--- src/rtl/maverickOne_pkg.sv ---
// Project-wide constants shared by the maverickOne core.
package maverickOne_pkg;
   localparam int unsigned XLEN = 32;
endpackage

--- src/rtl/fetch_pc_unit.sv ---
// Instruction-fetch front end: owns the PC and issues in-order fetches.
// Tracks in-flight fetches in a circular queue and returns instructions to decode.
module fetch_pc_unit #(
   parameter int unsigned     XLEN     = maverickOne_pkg::XLEN,
   parameter int unsigned     DEPTH    = 4,
   parameter logic [XLEN-1:0] RESET_PC = '0
) (
   input  logic            clk_i,
   input  logic            rst_i,
   output logic [XLEN-1:0] btb_pc_o,
   input  logic            btb_found_i,
   input  logic [XLEN-1:0] btb_next_pc_i,
   input  logic            redirect_i,
   input  logic [XLEN-1:0] redirect_pc_i,
   output logic            imem_req_valid_o,
   output logic [XLEN-1:0] imem_req_addr_o,
   input  logic            imem_req_ready_i,
   input  logic            imem_rsp_valid_i,
   input  logic [31:0]     imem_rsp_data_i,
   output logic            instr_valid_o,
   output logic [31:0]     instr_o,
   output logic [XLEN-1:0] instr_pc_o,
   input  logic            instr_ready_i
);

   localparam int unsigned     AW      = $clog2(DEPTH);
   localparam int unsigned     CW      = AW + 1;
   localparam logic [XLEN-1:0] PC_MASK = {{(XLEN-2){1'b1}}, 2'b00};

   logic [XLEN-1:0] pc_q;
   logic [XLEN-1:0] pc_mem   [DEPTH];
   logic [31:0]     data_mem [DEPTH];
   logic [DEPTH-1:0] has_data_q;
   logic [DEPTH-1:0] kill_q;
   logic [AW-1:0]   head_q;
   logic [AW-1:0]   tail_q;
   logic [AW-1:0]   rsp_q;
   logic [CW-1:0]   count_q;

   logic [DEPTH-1:0] occupied;
   logic             head_valid;
   logic             req_fire;
   logic             rsp_pending;
   logic             rsp_fire;
   logic             pop;

   // An entry is occupied when its distance from head is below the count.
   always_comb begin
      occupied = '0;
      for (int unsigned i = 0; i < DEPTH; i++) begin
         occupied[i] = ({1'b0, AW'(i) - head_q} < count_q);
      end
   end

   assign head_valid       = (count_q != '0);
   assign imem_req_valid_o = (count_q < CW'(DEPTH)) & ~redirect_i;
   assign req_fire         = imem_req_valid_o & imem_req_ready_i;
   assign rsp_pending      = occupied[rsp_q] & ~has_data_q[rsp_q];
   assign rsp_fire         = imem_rsp_valid_i & rsp_pending;

   assign btb_pc_o        = pc_q;
   assign imem_req_addr_o = pc_q;
   assign instr_valid_o   = head_valid & has_data_q[head_q] & ~kill_q[head_q] & ~redirect_i;
   assign instr_o         = head_valid ? data_mem[head_q] : '0;
   assign instr_pc_o      = head_valid ? pc_mem[head_q] : '0;

   // Killed entries drain silently once their response has landed.
   assign pop = head_valid & has_data_q[head_q] &
                (kill_q[head_q] | (instr_valid_o & instr_ready_i));

   always_ff @(posedge clk_i) begin
      if (rst_i) begin
         pc_q       <= RESET_PC;
         head_q     <= '0;
         tail_q     <= '0;
         rsp_q      <= '0;
         count_q    <= '0;
         has_data_q <= '0;
         kill_q     <= '0;
      end else begin
         if (redirect_i) begin
            pc_q <= redirect_pc_i & PC_MASK;
         end else if (req_fire) begin
            pc_q <= btb_found_i ? (btb_next_pc_i & PC_MASK) : pc_q + XLEN'(4);
         end
         if (req_fire) begin
            has_data_q[tail_q] <= 1'b0;
            kill_q[tail_q]     <= 1'b0;
            tail_q             <= tail_q + AW'(1);
         end
         if (rsp_fire) begin
            has_data_q[rsp_q] <= 1'b1;
            rsp_q             <= rsp_q + AW'(1);
         end
         if (redirect_i) begin
            kill_q <= kill_q | occupied;
         end
         if (pop) begin
            head_q <= head_q + AW'(1);
         end
         unique case ({req_fire, pop})
            2'b10:   count_q <= count_q + CW'(1);
            2'b01:   count_q <= count_q - CW'(1);
            default: count_q <= count_q;
         endcase
      end
   end

   always_ff @(posedge clk_i) begin
      if (req_fire) pc_mem[tail_q]  <= pc_q;
      if (rsp_fire) data_mem[rsp_q] <= imem_rsp_data_i;
   end

   always_ff @(posedge clk_i) begin
      if (!rst_i && imem_rsp_valid_i) begin
         assert (rsp_pending);
      end
   end

endmodule

--- config.mk ---
export PLATFORM = sky130hd
export DESIGN_NAME = fetch_pc_unit
export DESIGN_NICKNAME = d
export VERILOG_FILES = /design/src/rtl/maverickOne_pkg.sv /design/src/rtl/fetch_pc_unit.sv
export SDC_FILE = /design/constraint.sdc
export NUM_CORES = 1
export LEC_CHECK = 0
export CORE_MARGIN = 2
export CORE_UTILIZATION = 45
export CTS_BUF_LIST = sky130_fd_sc_hd__clkbuf_4
export DETAILED_ROUTE_END_ITERATION = 8
export PLACE_DENSITY = 0.73
export SYNTH_ARGS = -nofsm -noshare
export SYNTH_HDL_FRONTEND = slang
export SYNTH_SLANG_ARGS = --single-unit
--- constraint.sdc ---
create_clock -name clk_i -period 13.8 [get_ports clk_i]
set_clock_uncertainty 0.05 [all_clocks]
set_input_delay 2.76 -clock clk_i [delete_from_list [all_inputs] [get_ports clk_i]]
set_output_delay 2.76 -clock clk_i [all_outputs]
set_load 0.005 [all_outputs]
# Word-level counts from Yosys, hierarchy flattened

Memories as Yosys holds them, arrays and structs flattened. A register that Yosys moved wholly into a read port is not among the register bits.
Index checks and enable logic that the tools add are counted.

Flip-flop bits (word level): 49
Word-level logic and storage cells: 87
Bits in writable memories: 256
Output and inout port bits: 130
Memories kept: 2
Input port bits: 103

Memories:

| name     | depth | bits a word | read ports | clocked after memory_dff | wr ports | RTL line            | text |
|---|---|---|---|---|---|---|---|
| data_mem | 4     | 32          | 1          | 1                        | 1        | fetch_pc_unit.sv:32 | `logic [31:0] data_mem [DEPTH];` |
| pc_mem   | 4     | 32          | 1          | 1                        | 1        | fetch_pc_unit.sv:31 | `logic [XLEN-1:0] pc_mem [DEPTH];` |

Reductions and logical operators: 6
Mux-type cells: 31
Bitwise operators: 18
Eq/ne operators: 2
Add/sub/neg operators: 10
$lt $le $gt $ge: 10

Operators by type and width:

| kind                  | number |
|---|---|
| $mux 32               | 5 |
| $add 32x3->32 const B | 1 |
| $mux 4                | 5 |
| $lt 2x3->1            | 4 |
| $mux 1                | 10 |
| $and 1x1->1           | 9 |
| $lt 2x3->1 const B    | 3 |
| $and 4x4->4           | 2 |
| $bmux 1 s2            | 4 |
| $mux 2                | 4 |
| $or 4x4->4            | 2 |
| $add 2x1->2 const B   | 3 |
| $pmux 3 s2            | 1 |
| $demux 1 s2           | 2 |
| $ge 2x1->1 const B    | 2 |
| $not 4->4             | 1 |
| $reduce_bool 2->1     | 2 |
| $sub 1x2->2 const A   | 2 |
| $sub 2x2->2 const A   | 2 |
| $add 3x1->3 const B   | 1 |
| $lt 3x3->1 const B    | 1 |
| $not 1->1             | 3 |
| $reduce_bool 3->1     | 1 |
| $sub 3x1->3 const B   | 1 |
| 5 further kinds       | 6 |

# Logic depth before layout (Yosys ltp)

Word-level depth: 10
Mapped depth: 9
Depth with buffers taken out: 8

# Worst setup path before layout

Ideal clock, no wire load.

Path type: input port to output port
Start: input port redirect_i
End: output port instr_valid_o
Path buffers: 3
Arrival: 3651 ps
Stages on the path: 4
Data required time: 10990 ps
Slack: 7339 ps
Cells stage by stage: clkbuf_1 > clkbuf_1 > clkbuf_1 > nor3_1

Cells in the longest elaborated chain, start to end: 2

Ends and longest elaborated chain:

| what        | RTL line            | text |
|---|---|---|
| from (decl) | fetch_pc_unit.sv:13 | `input logic redirect_i,` |
| $not 1->1   | fetch_pc_unit.sv:63 | `assign instr_valid_o = head_valid & has_data_q[head_q] & ~kill_q[head_q] & ~redirect_i;` |
| $and 1x1->1 | fetch_pc_unit.sv:63 |  |
| to (decl)   | fetch_pc_unit.sv:20 | `output logic instr_valid_o,` |

No other way between the ends.

# Worst setup path after layout

Ends and elaborated chain as after synthesis.

==> impl_metrics.py <==
metrics = {
    "layout": {
        "regArea_mm2": 0.00872,
        "multi_input_area_mm2": 0.00431,
        "drive_gt1_frac": 0.187,
        "fin_nets": 1272,
        "mostFrequentLayoutCells": "edfxtp_1, clkdlybuf4s50_1, clkbuf_4",
        "layout.cells.most_common": "edfxtp_1",
        "syn_to_final_growth_pct": 25.7,
        "fill_cells": 2370,
    },
    "routing": {
        "wl_per_cell_um": 20.3,
        "drt_iter0_drc": 616,
        "vias": 8940,
        "drt-total-wl_um": 32700,
        "antenna_left": 0,
        "drc": 0,
        "dr.pass1.iters": 5,
        "vias_per_cell": 5.56,
    },
    "worst_hold_path": {
        "hold-path-cell-count": 2,
        "min_path_type": "reg2reg",
        "holdPathEnd": "kill_q[0]$_SDFFE_PP0P_",
        "min_from": "kill_q[0]$_SDFFE_PP0P_",
    },
    "yosys": {
        "synth_area_per_cell_um2": 14.8,
        "syn_inst": 920,
        "syn_nets": 1038,
        "synth-edff-count": 256,
        "synth_seq_cells": 307,
        "async_reset_ff_frac": 0,
        "synth_ff_type": "edfxtp_1",
        "synth.cell_area_mm2": 0.0136,
        "yosysWarnings": 0,
        "seq_area_frac_synth": 0.642,
        "yosysUniqueCellTypes": 66,
    },
    "clocking": {
        "cts_buffer_depth": 3,
        "ctsResizeCount": 0,
        "insertion_delay_ns": 0.67,
        "root_buffer": "clkbuf_4",
        "cts_hold_buf": 0,
        "clk_pin_slew_ns": 0.07,
        "cts_max_level": 3,
        "post-cts-setup-buffers": 0,
        "numClockSinks": 307,
        "cts_buffers": 76,
        "cts_tree": "built",
    },
    "setup_path": {
        "crit_arrival_ns": 3.97,
        "crit_type": "in2out",
        "cp_max_fo": 48,
        "timing.rr.start": "count_q[2]$_SDFFE_PP0P_",
        "cp-startpoint": "redirect_i",
        "critPathCaptureType": "primary output",
        "r2r_end": "data_mem[3][18]$_DFFE_PP_",
        "critPathLaunchType": "primary input",
        "cp_data_required_time_ns": 10.99,
        "ff2ff_path_depth": 5,
        "r2r_slack_ns": 10.52,
    },
    "floorplanning": {
        "row_count": 63,
        "io_pins": 233,
        "start_util": 0.458,
        "fp.dieH_um": 178,
        "die-area_mm2": 0.0316,
        "fp.coreArea_mm2": 0.0296,
        "dieWidth_um": 178,
    },
    "grt": {
        "grt.total_usage": 0.207,
        "grt_overflow": 0,
        "grt_max_degree": 65,
        "antenna_found_initial": 6,
        "grt_pass1_wl_um": 49700,
        "grt_pass1_vias": 8970,
    },
    "run_status": {
        "outcome": "complete, no violations",
    },
    "placement": {
        "place_congestion": 0.840,
        "port_buffers": 228,
        "dpl.hpwl_um": 20600,
        "place_ws_ns": 7.01,
    },
    "sta": {
        "tightest_slew_ns": 1.19,
        "fin_crit_sh": 0.491,
        "finalHoldViolCount": 0,
        "setup_slack_ns": 7.02,
        "setup_viol": 0,
        "max_freq_ghz": 0.148,
        "relSlewSlack": 0.202,
        "period_minus_slack_ns": 6.78,
        "rsz0062_at_grt": "false",
        "fin_tns_setup_ns": 0,
        "drv_slew": 0,
    },
    "power_and_ir_drop": {
        "powerDensity_mw_per_mm2": 123,
        "p_leak_nw": 5.71,
        "peakVddDrop_mv": 0.0542,
    },
    "run": {
        "cap_violations": 0,
    },
}
metrics by stage:
step	utilization	hold slack [ns]	area, um^2	instances	total power (W)
after floorplan	-	0.379	13600	920	0.00121
after global placement	0.541	0.392	16000	1466	0.00134
after detailed placement	0.541	0.402	16000	1466	0.00134
after CTS	0.575	0.410	17000	1603	0.00212
after global routing	0.576	0.434	17100	1609	0.00219
final	0.576	0.407	17100	1609	0.00209
worst max-delay path by stage:
stage          slack (ns)  depth (start not counted)            end
2_1_floorplan        7.34                          4  instr_valid_o
3_5_place_dp         7.01                          4  instr_valid_o
6_report             7.02                          4  instr_valid_o
3_3_place_gp         7.02                          4  instr_valid_o
4_1_cts              7.00                          4  instr_valid_o
5_1_grt              6.86                          4  instr_valid_o
cell type report:
cell class,count,share of cell area
Timing Repair Buffer,246,0.141
Sequential cell,307,0.511
Tap cell,390,0.0286
Clock buffer,116,0.0510
Antenna cell,6,0.000880
Inverter,31,0.00682
Clock inverter,21,0.00851
Multi-Input combinational cell,492,0.252
synthesized netlist by cell type (6+ instances only):
library cell	instances	area, um^2
edfxtp_1	256	7690
and2_1	67	419
mux4_2	66	1490
dfxtp_1	51	1020
clkbuf_1	46	173
nand2_1	43	161
o21ai_0	33	165
buf_4	32	240
inv_1	30	113
nand3_1	28	140
nor2_1	22	82.6
a21oi_1	20	100
nor3_1	18	90.1
o211ai_1	17	128
ha_1	14	175
nor2b_1	11	68.8
buf_2	10	50.1
nand4_1	10	62.6
a31oi_1	9	56.3
xnor2_1	9	78.8
o21a_1	8	60.1
a211o_1	7	61.3
a211oi_1	7	52.6
o211a_1	7	70.1
a21o_1	6	45.0
and4b_1	6	60.1
nand2b_1	6	37.5
o31ai_1	6	45.0
or4_1	6	45.0
routing by layer:
layer / routed length, um / part of all wire / vias to the layer above / global-route usage
met5: 0 / 0 / - / 0
met2: 16700 / 0.51 / 342 / 0.344
met3: 1850 / 0.057 / 62 / 0.0398
li1: - / - / 4094 / -
met4: 877 / 0.027 / 0 / 0.0967
met1: 13200 / 0.40 / 4442 / 0.263
registers in the layout, indices dropped and copies added, names as in the netlist, named ones only:
name and count:
count_q 3, kill_q 4, head_q 2, btb_pc_o 32, data_mem 128, rsp_q 2, has_data_q 4, pc_mem 128
tail_q 2
power breakdown:
group | leakage (nW) | internal [W] | switching (W)
Sequential | 2.75 | 0.00105 | 0.0000350
Clock | 0.607 | 0.000423 | 0.000350
Combinational | 2.36 | 0.000128 | 0.000108
worst max-delay path, stage by stage:
cell and delay [ns]:
buf_2 0.09, buf_4 0.29, nor3_1 0.25, clkdlybuf4s50_1 0.56
logic make-up after synthesis:
| kind of cell | count (synthesis) | share of synthesized area |
|---|---|---|
| DFF | 307 | 0.642 |
| and+or+nand+nor | 249 | 0.105 |
| AOI/OAI and AO/OA | 149 | 0.0773 |
| buffers and inverters | 121 | 0.0432 |
| muxes | 68 | 0.111 |
| adders and majority gates | 15 | 0.0144 |
| xor gates and xnor gates | 11 | 0.00710 |
No activity file was read; power rests on OpenSTA's default activity.
